`src/rtl/tx_status_pkg.sv`:
```
// Shared encodings and register-map constants for the transmission status tracker.
package tx_status_pkg;

    localparam logic [1:0] ST_IDLE    = 2'd0;
    localparam logic [1:0] ST_RUNNING = 2'd1;
    localparam logic [1:0] ST_DONE    = 2'd2;

    typedef enum logic [1:0] {
        StIdle    = ST_IDLE,
        StRunning = ST_RUNNING,
        StDone    = ST_DONE
    } tx_state_e;

    localparam int unsigned NUM_REGS = 7;
    localparam int unsigned REG_W    = 32;

    localparam int unsigned REG_CTRL     = 0;
    localparam int unsigned REG_LOOP     = 1;
    localparam int unsigned REG_WORDS_LO = 2;
    localparam int unsigned REG_WORDS_HI = 3;
    localparam int unsigned REG_OVF      = 4;
    localparam int unsigned REG_ACTIVE   = 5;
    localparam int unsigned REG_BUILD    = 6;

    localparam int unsigned BIT_LIMIT    = 0;
    localparam int unsigned BIT_ACTIVE   = 1;
    localparam int unsigned BIT_OVF      = 2;
    localparam int unsigned BIT_STATE_LO = 3;

    function automatic logic [REG_W-1:0] pack_ctrl(input logic limit, input logic ovf,
                                                   input tx_state_e st);
        logic [REG_W-1:0] w;
        w                    = '0;
        w[BIT_LIMIT]         = limit;
        w[BIT_ACTIVE]        = (st == StRunning);
        w[BIT_OVF]           = ovf;
        w[BIT_STATE_LO +: 2] = st;
        return w;
    endfunction

endpackage

```
`src/rtl/transmission_status_tracker_if.sv`:
```
// Control/stream inputs and packed status outputs of the transmission status tracker.
interface transmission_status_tracker_if;
    import tx_status_pkg::*;

    logic                         enable;
    logic [31:0]                  loop_limit;
    logic                         frame_done;
    logic                         tvalid;
    logic                         tready;
    logic                         overflow;
    logic                         clear_counters;
    logic [NUM_REGS*REG_W-1:0]    status_regs_pl;
    logic                         transmission_active;

    modport master (
        output enable, loop_limit, frame_done, tvalid, tready, overflow, clear_counters,
        input  status_regs_pl, transmission_active
    );

    modport slave (
        input  enable, loop_limit, frame_done, tvalid, tready, overflow, clear_counters,
        output status_regs_pl, transmission_active
    );

endinterface

```
`src/rtl/transmission_status_tracker_sat_counter.sv`:
```
// Counter with synchronous clear (dominates increment) and optional saturation at all-ones.
module sat_counter #(
    parameter int unsigned WIDTH    = 32,
    parameter bit          SATURATE = 1'b0
) (
    input  logic             clk,
    input  logic             rstn,
    input  logic             inc,
    input  logic             clr,
    output logic [WIDTH-1:0] count_o
);

    logic [WIDTH-1:0] count_d, count_q;

    always_comb begin
        count_d = count_q;
        if (clr) begin
            count_d = '0;
        end else if (inc && !(SATURATE && (&count_q))) begin
            count_d = count_q + WIDTH'(1);
        end
    end

    always_ff @(posedge clk) begin
        if (!rstn) begin
            count_q <= '0;
        end else begin
            count_q <= count_d;
        end
    end

    assign count_o = count_q;

endmodule

```
`src/rtl/transmission_status_tracker.sv`:
```
// Run-control FSM plus lifecycle counters, published as a registered 7x32-bit status bus.
module transmission_status_tracker
    import tx_status_pkg::*;
#(
    parameter logic [31:0] BUILD_ID = 32'h0000_0001
) (
    input  logic                          clk,
    input  logic                          rstn,
    transmission_status_tracker_if.slave  tx_if
);

    tx_state_e state_d, state_q;
    logic      start_run, running, limit_hit;
    logic      limit_d, limit_q;
    logic      ovf_sticky_d, ovf_sticky_q;

    logic [31:0] loop_count, ovf_count, active_cycles;
    logic [63:0] words_sent;

    logic [NUM_REGS*REG_W-1:0] status_d, status_q;

    assign running = (state_q == StRunning);

    // Limit compare uses the live loop_limit; a lowered limit only matches again after wrap.
    assign limit_hit = running && tx_if.frame_done && (tx_if.loop_limit != 32'd0) &&
                       ((loop_count + 32'd1) == tx_if.loop_limit);

    always_comb begin
        state_d   = state_q;
        start_run = 1'b0;
        unique case (state_q)
            StIdle: begin
                if (tx_if.enable) begin
                    state_d   = StRunning;
                    start_run = 1'b1;
                end
            end
            StRunning: begin
                if (limit_hit) begin
                    state_d = StDone;
                end else if (!tx_if.enable) begin
                    state_d = StIdle;
                end
            end
            StDone: begin
                if (!tx_if.enable) begin
                    state_d = StIdle;
                end
            end
            default: state_d = StIdle;
        endcase
    end

    always_comb begin
        limit_d = limit_q;
        if (start_run) begin
            limit_d = 1'b0;
        end else if (limit_hit) begin
            limit_d = 1'b1;
        end

        ovf_sticky_d = ovf_sticky_q;
        if (tx_if.clear_counters) begin
            ovf_sticky_d = 1'b0;
        end else if (tx_if.overflow) begin
            ovf_sticky_d = 1'b1;
        end
    end

    always_ff @(posedge clk) begin
        if (!rstn) begin
            state_q      <= StIdle;
            limit_q      <= 1'b0;
            ovf_sticky_q <= 1'b0;
        end else begin
            state_q      <= state_d;
            limit_q      <= limit_d;
            ovf_sticky_q <= ovf_sticky_d;
        end
    end

    sat_counter #(.WIDTH(32), .SATURATE(1'b0)) u_loop (
        .clk     (clk),
        .rstn    (rstn),
        .inc     (running && tx_if.frame_done),
        .clr     (tx_if.clear_counters || start_run),
        .count_o (loop_count)
    );

    sat_counter #(.WIDTH(64), .SATURATE(1'b0)) u_words (
        .clk     (clk),
        .rstn    (rstn),
        .inc     (running && tx_if.tvalid && tx_if.tready),
        .clr     (tx_if.clear_counters || start_run),
        .count_o (words_sent)
    );

    sat_counter #(.WIDTH(32), .SATURATE(1'b1)) u_ovf (
        .clk     (clk),
        .rstn    (rstn),
        .inc     (tx_if.overflow),
        .clr     (tx_if.clear_counters),
        .count_o (ovf_count)
    );

    sat_counter #(.WIDTH(32), .SATURATE(1'b1)) u_active (
        .clk     (clk),
        .rstn    (rstn),
        .inc     (running),
        .clr     (tx_if.clear_counters || start_run),
        .count_o (active_cycles)
    );

    always_comb begin
        status_d                                = '0;
        status_d[REG_CTRL*REG_W     +: REG_W]   = pack_ctrl(limit_q, ovf_sticky_q, state_q);
        status_d[REG_LOOP*REG_W     +: REG_W]   = loop_count;
        status_d[REG_WORDS_LO*REG_W +: REG_W]   = words_sent[31:0];
        status_d[REG_WORDS_HI*REG_W +: REG_W]   = words_sent[63:32];
        status_d[REG_OVF*REG_W      +: REG_W]   = ovf_count;
        status_d[REG_ACTIVE*REG_W   +: REG_W]   = active_cycles;
        status_d[REG_BUILD*REG_W    +: REG_W]   = BUILD_ID;
    end

    always_ff @(posedge clk) begin
        if (!rstn) begin
            status_q                             <= '0;
            status_q[REG_BUILD*REG_W +: REG_W]   <= BUILD_ID;
        end else begin
            status_q <= status_d;
        end
    end

    assign tx_if.status_regs_pl      = status_q;
    assign tx_if.transmission_active = status_q[REG_CTRL*REG_W + BIT_ACTIVE];

endmodule

```
`src/flat_wrapper.sv`:
```
// flat-port wrapper written by rule: the top's interface ports become plain ports
module transmission_status_tracker_flat import tx_status_pkg::*;
#(
    parameter logic [31:0] BUILD_ID = 32'h0000_0001
)
  (clk, rstn, tx_if_enable, tx_if_loop_limit, tx_if_frame_done, tx_if_tvalid, tx_if_tready, tx_if_overflow, tx_if_clear_counters, tx_if_status_regs_pl, tx_if_transmission_active);
  transmission_status_tracker_if tx_if_i ();
  input  logic clk;
  input  logic rstn;
  input wire logic [$bits(tx_if_i.enable)-1:0] tx_if_enable;
  input wire logic [$bits(tx_if_i.loop_limit)-1:0] tx_if_loop_limit;
  input wire logic [$bits(tx_if_i.frame_done)-1:0] tx_if_frame_done;
  input wire logic [$bits(tx_if_i.tvalid)-1:0] tx_if_tvalid;
  input wire logic [$bits(tx_if_i.tready)-1:0] tx_if_tready;
  input wire logic [$bits(tx_if_i.overflow)-1:0] tx_if_overflow;
  input wire logic [$bits(tx_if_i.clear_counters)-1:0] tx_if_clear_counters;
  output wire logic [$bits(tx_if_i.status_regs_pl)-1:0] tx_if_status_regs_pl;
  output wire logic [$bits(tx_if_i.transmission_active)-1:0] tx_if_transmission_active;
  assign tx_if_i.enable = tx_if_enable;
  assign tx_if_i.loop_limit = tx_if_loop_limit;
  assign tx_if_i.frame_done = tx_if_frame_done;
  assign tx_if_i.tvalid = tx_if_tvalid;
  assign tx_if_i.tready = tx_if_tready;
  assign tx_if_i.overflow = tx_if_overflow;
  assign tx_if_i.clear_counters = tx_if_clear_counters;
  assign tx_if_status_regs_pl = tx_if_i.status_regs_pl;
  assign tx_if_transmission_active = tx_if_i.transmission_active;
  transmission_status_tracker #(.BUILD_ID(BUILD_ID)) u_core (.clk(clk), .rstn(rstn), .tx_if(tx_if_i));
endmodule
```
`config.mk`:
```
export PLATFORM = sky130hd
export DESIGN_NAME = transmission_status_tracker_flat
export DESIGN_NICKNAME = d
export VERILOG_FILES = /design/src/rtl/tx_status_pkg.sv /design/src/rtl/transmission_status_tracker_if.sv /design/src/rtl/transmission_status_tracker_sat_counter.sv /design/src/rtl/transmission_status_tracker.sv /design/src/flat_wrapper.sv
export SDC_FILE = /design/constraint.sdc
export NUM_CORES = 1
export LEC_CHECK = 0
export CORE_MARGIN = 4
export CORE_UTILIZATION = 27
export CTS_BUF_LIST = sky130_fd_sc_hd__clkbuf_2 sky130_fd_sc_hd__clkbuf_4 sky130_fd_sc_hd__clkbuf_8
export DETAILED_ROUTE_END_ITERATION = 12
export GPL_TIMING_DRIVEN = 1
export HOLD_SLACK_MARGIN = 0.08
export MAX_ROUTING_LAYER = met4
export PLACE_DENSITY = 0.48
export SYNTH_ARGS = -nofsm -noshare
export SYNTH_HDL_FRONTEND = slang
export SYNTH_HIERARCHICAL = 1
export SYNTH_SLANG_ARGS = --single-unit
```
`constraint.sdc`:
```
create_clock -name clk -period 5.9 [get_ports clk]
set_clock_uncertainty 0.2 [all_clocks]
set_input_delay 0.885 -clock clk [delete_from_list [all_inputs] [get_ports clk]]
set_output_delay 0.885 -clock clk [all_outputs]
set_load 0.005 [all_outputs]
```
==> results.tsv <==
stage	metric	value	unit
outcome	status	finished clean	
cells_and_area	n_antenna_cell	0	
sta	timing.setup.tns	0	ns
grt	grt_pass1_wl	64200	um
setup_path	end_kind	flop	
sta	fmax	286	MHz
cts	htree_levels	2	
floorplanning	start_util	27.4	%
cts	clockBufferDepth	3	
sta	period_share	59.4	%
cells_and_area	post-route-util	34.9	%
sta	max_slew.worst_pin.slew	1.15	ns
placed_design	port_buffers	205	
route	drt_wl_total	40500	um
setup_path	path_cells	nand4_1 -> or4_1 -> nor3_2 -> o21ai_0 -> or4_1 -> nor4_2 -> nand4_1 -> and4b_1	
cts	cts_tree	built	
cts	cts-root-buf	clkbuf_8	
floorplanning	die_area	56100	um^2
sta	setup_viol	0	
sta	fin_crit	3.50	ns
floorplanning	core	51600	um^2
synth	postSynthCellCount	1558	
setup_path	crit_type	reg -> reg	
setup_path	reg2reg_slack	2.40	ns
flow_run	drv_cap	0	
synth	syn_avg_cell_area	9.08	um^2
power	p_per_area	265	nW/um^2
power	leakagePower	0.00595	uW
cts	cts_setup_buffers	0	
grt	grtUsageMet3	4.10	%
grt	grt_max_degree	66	
cells_and_area	final_area	18000	um^2
sta	holdWs	0.267	ns
setup_path	path_delay_family	simple AND/OR/NAND/NOR gates	
placed_design	dpl_cell_area	16600	um^2
sta	rsz0062_at_grt	false	
setup_path	crit_buf_inv	0	
cts	cts_sinks	329	
cts	clock_latency	0.63	ns
setup_path	r2r-start	u_core/u_loop/count_o[9]	
hold_path	hold_path_class	reg -> reg	
hold_path	min_to	u_core/tx_if.status_regs_pl[0]	
placed_design	hpwl	28800	um
floorplanning	ios	265	
hold_path	hold_depth	2	
cts	hold_buffers	0	
route	drtIter0Drc	762	
synth	ys_seq_area_share	46.5	%
floorplanning	die_w	237	um
grt	grt_use_met1	18.4	%
setup_path	critical_path_arrival	3.83	ns
grt	track_usage	14.2	%
setup_path	cp.required	6.22	ns
route	vias	12100	
cts	cts_made_buffers	58	
grt	grt_busiest_layer	met2	
route	wl_per_cell	16.2	um
synth	synthArstFlopShare	0	%
floorplanning	placementRows	83	
cells_and_area	final_cell_mix	dfxtp_1 (329), clkdlybuf4s50_1 (204), and2_1 (170)	
setup_path	slowest_delay	0.68	ns
power	vdd_drop_max	158	uV
synth	synth_cell_types	61	
grt	grt_overflow	0	
sta	relSlewSlack	22.3	%
cts	post_cts_resized	0	
synth	synth_seq_cells	329	
cells_and_area	drive_gt1_share	9.03	%
route	antenna_left	0	
floorplanning	die_height	237	um
setup_path	reg2reg_depth	8	
cells_and_area	final_nets	1817	
grt	grt_pass1_vias	11700	
sta	hold_viol	0	
power	total_power	4770	uW
grt	grt_antenna_before_repair	0	
setup_path	crit_path_start_kind	flop	
synth	yosys_warnings	6	
synth	syn_area	14200	um^2
placed_design	gp_congestion	0.829	
route	drc	0	
setup_path	critPathSlowestCell	dfxtp_1	
sta	final_max_slew_viol_count	0	
cells_and_area	final_common_cell	dfxtp_1	
cells_and_area	syn_to_final_growth	27.2	%
synth	synth-main-ff-cell	dfxtp_1	
grt	use_met2	21.6	%
synth	synth_edf_count	0	
setup_path	critPathMaxFanout	14	
setup_path	regToRegEndpoint	u_core/state_q[0]	
cts	cts.clk_slew.worst_paths	0.06	ns
route	firstDrtPassIters	5	
hold_path	hold_path_startpoint	u_core/limit_q	
cells_and_area	nFillCells	5310	
route	post_drt_via_cell_ratio	4.86	
-- worst reg2reg max path, stage by stage, from the launching register on --
cell	delay, ns
dfxtp_1	0.68
nand4_1	0.36
or4_1	0.67
nor3_2	0.23
o21ai_0	0.11
or4_1	0.54
nor4_2	0.15
nand4_1	0.21
and4b_1	0.26
-- per-stage QoR --
stage / cells / worst slack [ns]
detailed placement: 2392 / 1.87
finish: 2496 / 2.40
floorplan: 1615 / 2.92
CTS: 2496 / 2.41
global placement: 2392 / 1.94
global route: 2496 / 2.16
-- final cells by class --
cell class	count	area, um^2	area share, %
multi-input combinational	1153	7040	39.1
sequential	329	6590	36.6
timing repair buffer	213	2110	11.7
clock buffer	90	1160	6.43
tap	680	851	4.72
clock inverter	14	201	1.12
inverter	17	63.8	0.354
-- sequential cells by signal, indices dropped and copies added (netlist names) --
signal / cells
u_core/tx_if.status_regs_pl: 165
u_core/u_words/count_o: 64
u_core/u_active/count_o: 32
u_core/u_loop/count_o: 32
u_core/u_ovf/count_o: 32
u_core/state_q: 2
u_core/limit_q: 1
u_core/ovf_sticky_q: 1
-- logic make-up after synthesis --
family                   after synthesis  synth area share (%)
AO/OA/AOI/OAI                        246                  9.99
XOR/XNOR                              83                  5.14
adder cells (fa/ha/maj)                5                 0.442
buffers and inverters                133                  5.32
flip-flops                           329                  46.5
multiplexers                           8                 0.583
other                                  2                0.0531
AND/OR/NAND/NOR                      752                  31.9
-- worst max-delay path by stage --
stage | start | depth (start not counted) | endpoint
global placement | tx_if_tready | 7 | u_core/u_words/count_o[56]
CTS | u_core/u_loop/count_o[9] | 8 | u_core/state_q[0]
global route | u_core/state_q[0] | 8 | u_core/u_words/count_o[56]
floorplan | u_core/u_loop/count_o[0] | 10 | u_core/state_q[0]
detailed placement | tx_if_tvalid | 7 | u_core/u_words/count_o[52]
finish | u_core/u_loop/count_o[9] | 8 | u_core/state_q[0]
-- per-layer routing --
layer | vias up | part of all wire, %
li1 | 5946 | -
met1 | 5774 | 46
met2 | 328 | 45
met3 | 71 | 7.3
met4 | 0 | 2.3
met5 | - | 0
-- Yosys cell counts (3+ instances only) --
cell,instances,area share (%)
dfxtp_1,329,47
a31oi_1,8,0.35
a21oi_1,105,3.7
and4_1,23,1.4
or3_2,6,0.32
o31ai_1,40,2.1
or3_1,62,2.7
nor2b_1,5,0.22
nor3_1,32,1.1
and2_1,170,7.5
nand3_2,3,0.21
nor4b_1,3,0.19
nand2_1,89,2.4
nor3_2,6,0.42
buf_1,4,0.11
buf_2,11,0.39
nand4_2,6,0.53
xor2_1,40,2.5
nand4_1,62,2.7
and3_1,25,1.1
o21ai_0,72,2.5
nor3b_1,5,0.27
or2_2,4,0.18
ha_1,5,0.44
xnor2_1,43,2.7
nand2b_1,8,0.35
clkbuf_1,39,1.0
o211ai_1,5,0.27
or4_1,42,2.2
inv_1,17,0.45
mux2i_1,6,0.42
a211o_1,3,0.19
buf_4,60,3.2
nor4_1,26,1.1
nor4_2,3,0.27
and4_2,3,0.21
nand4_4,3,0.45
nand3_1,73,2.6
nor2_1,77,2.0
or4_2,3,0.19
-- report_power, final --
part / leakage (uW) / internal [uW] / switching, uW
logic: 0.00258 / 45.6 / 76.8
registers: 0.00265 / 2230 / 2.38
clock network: 0.000716 / 1460 / 954
total: 0.00595 / 3730 / 1030
Power figures use the tool's default switching activity.
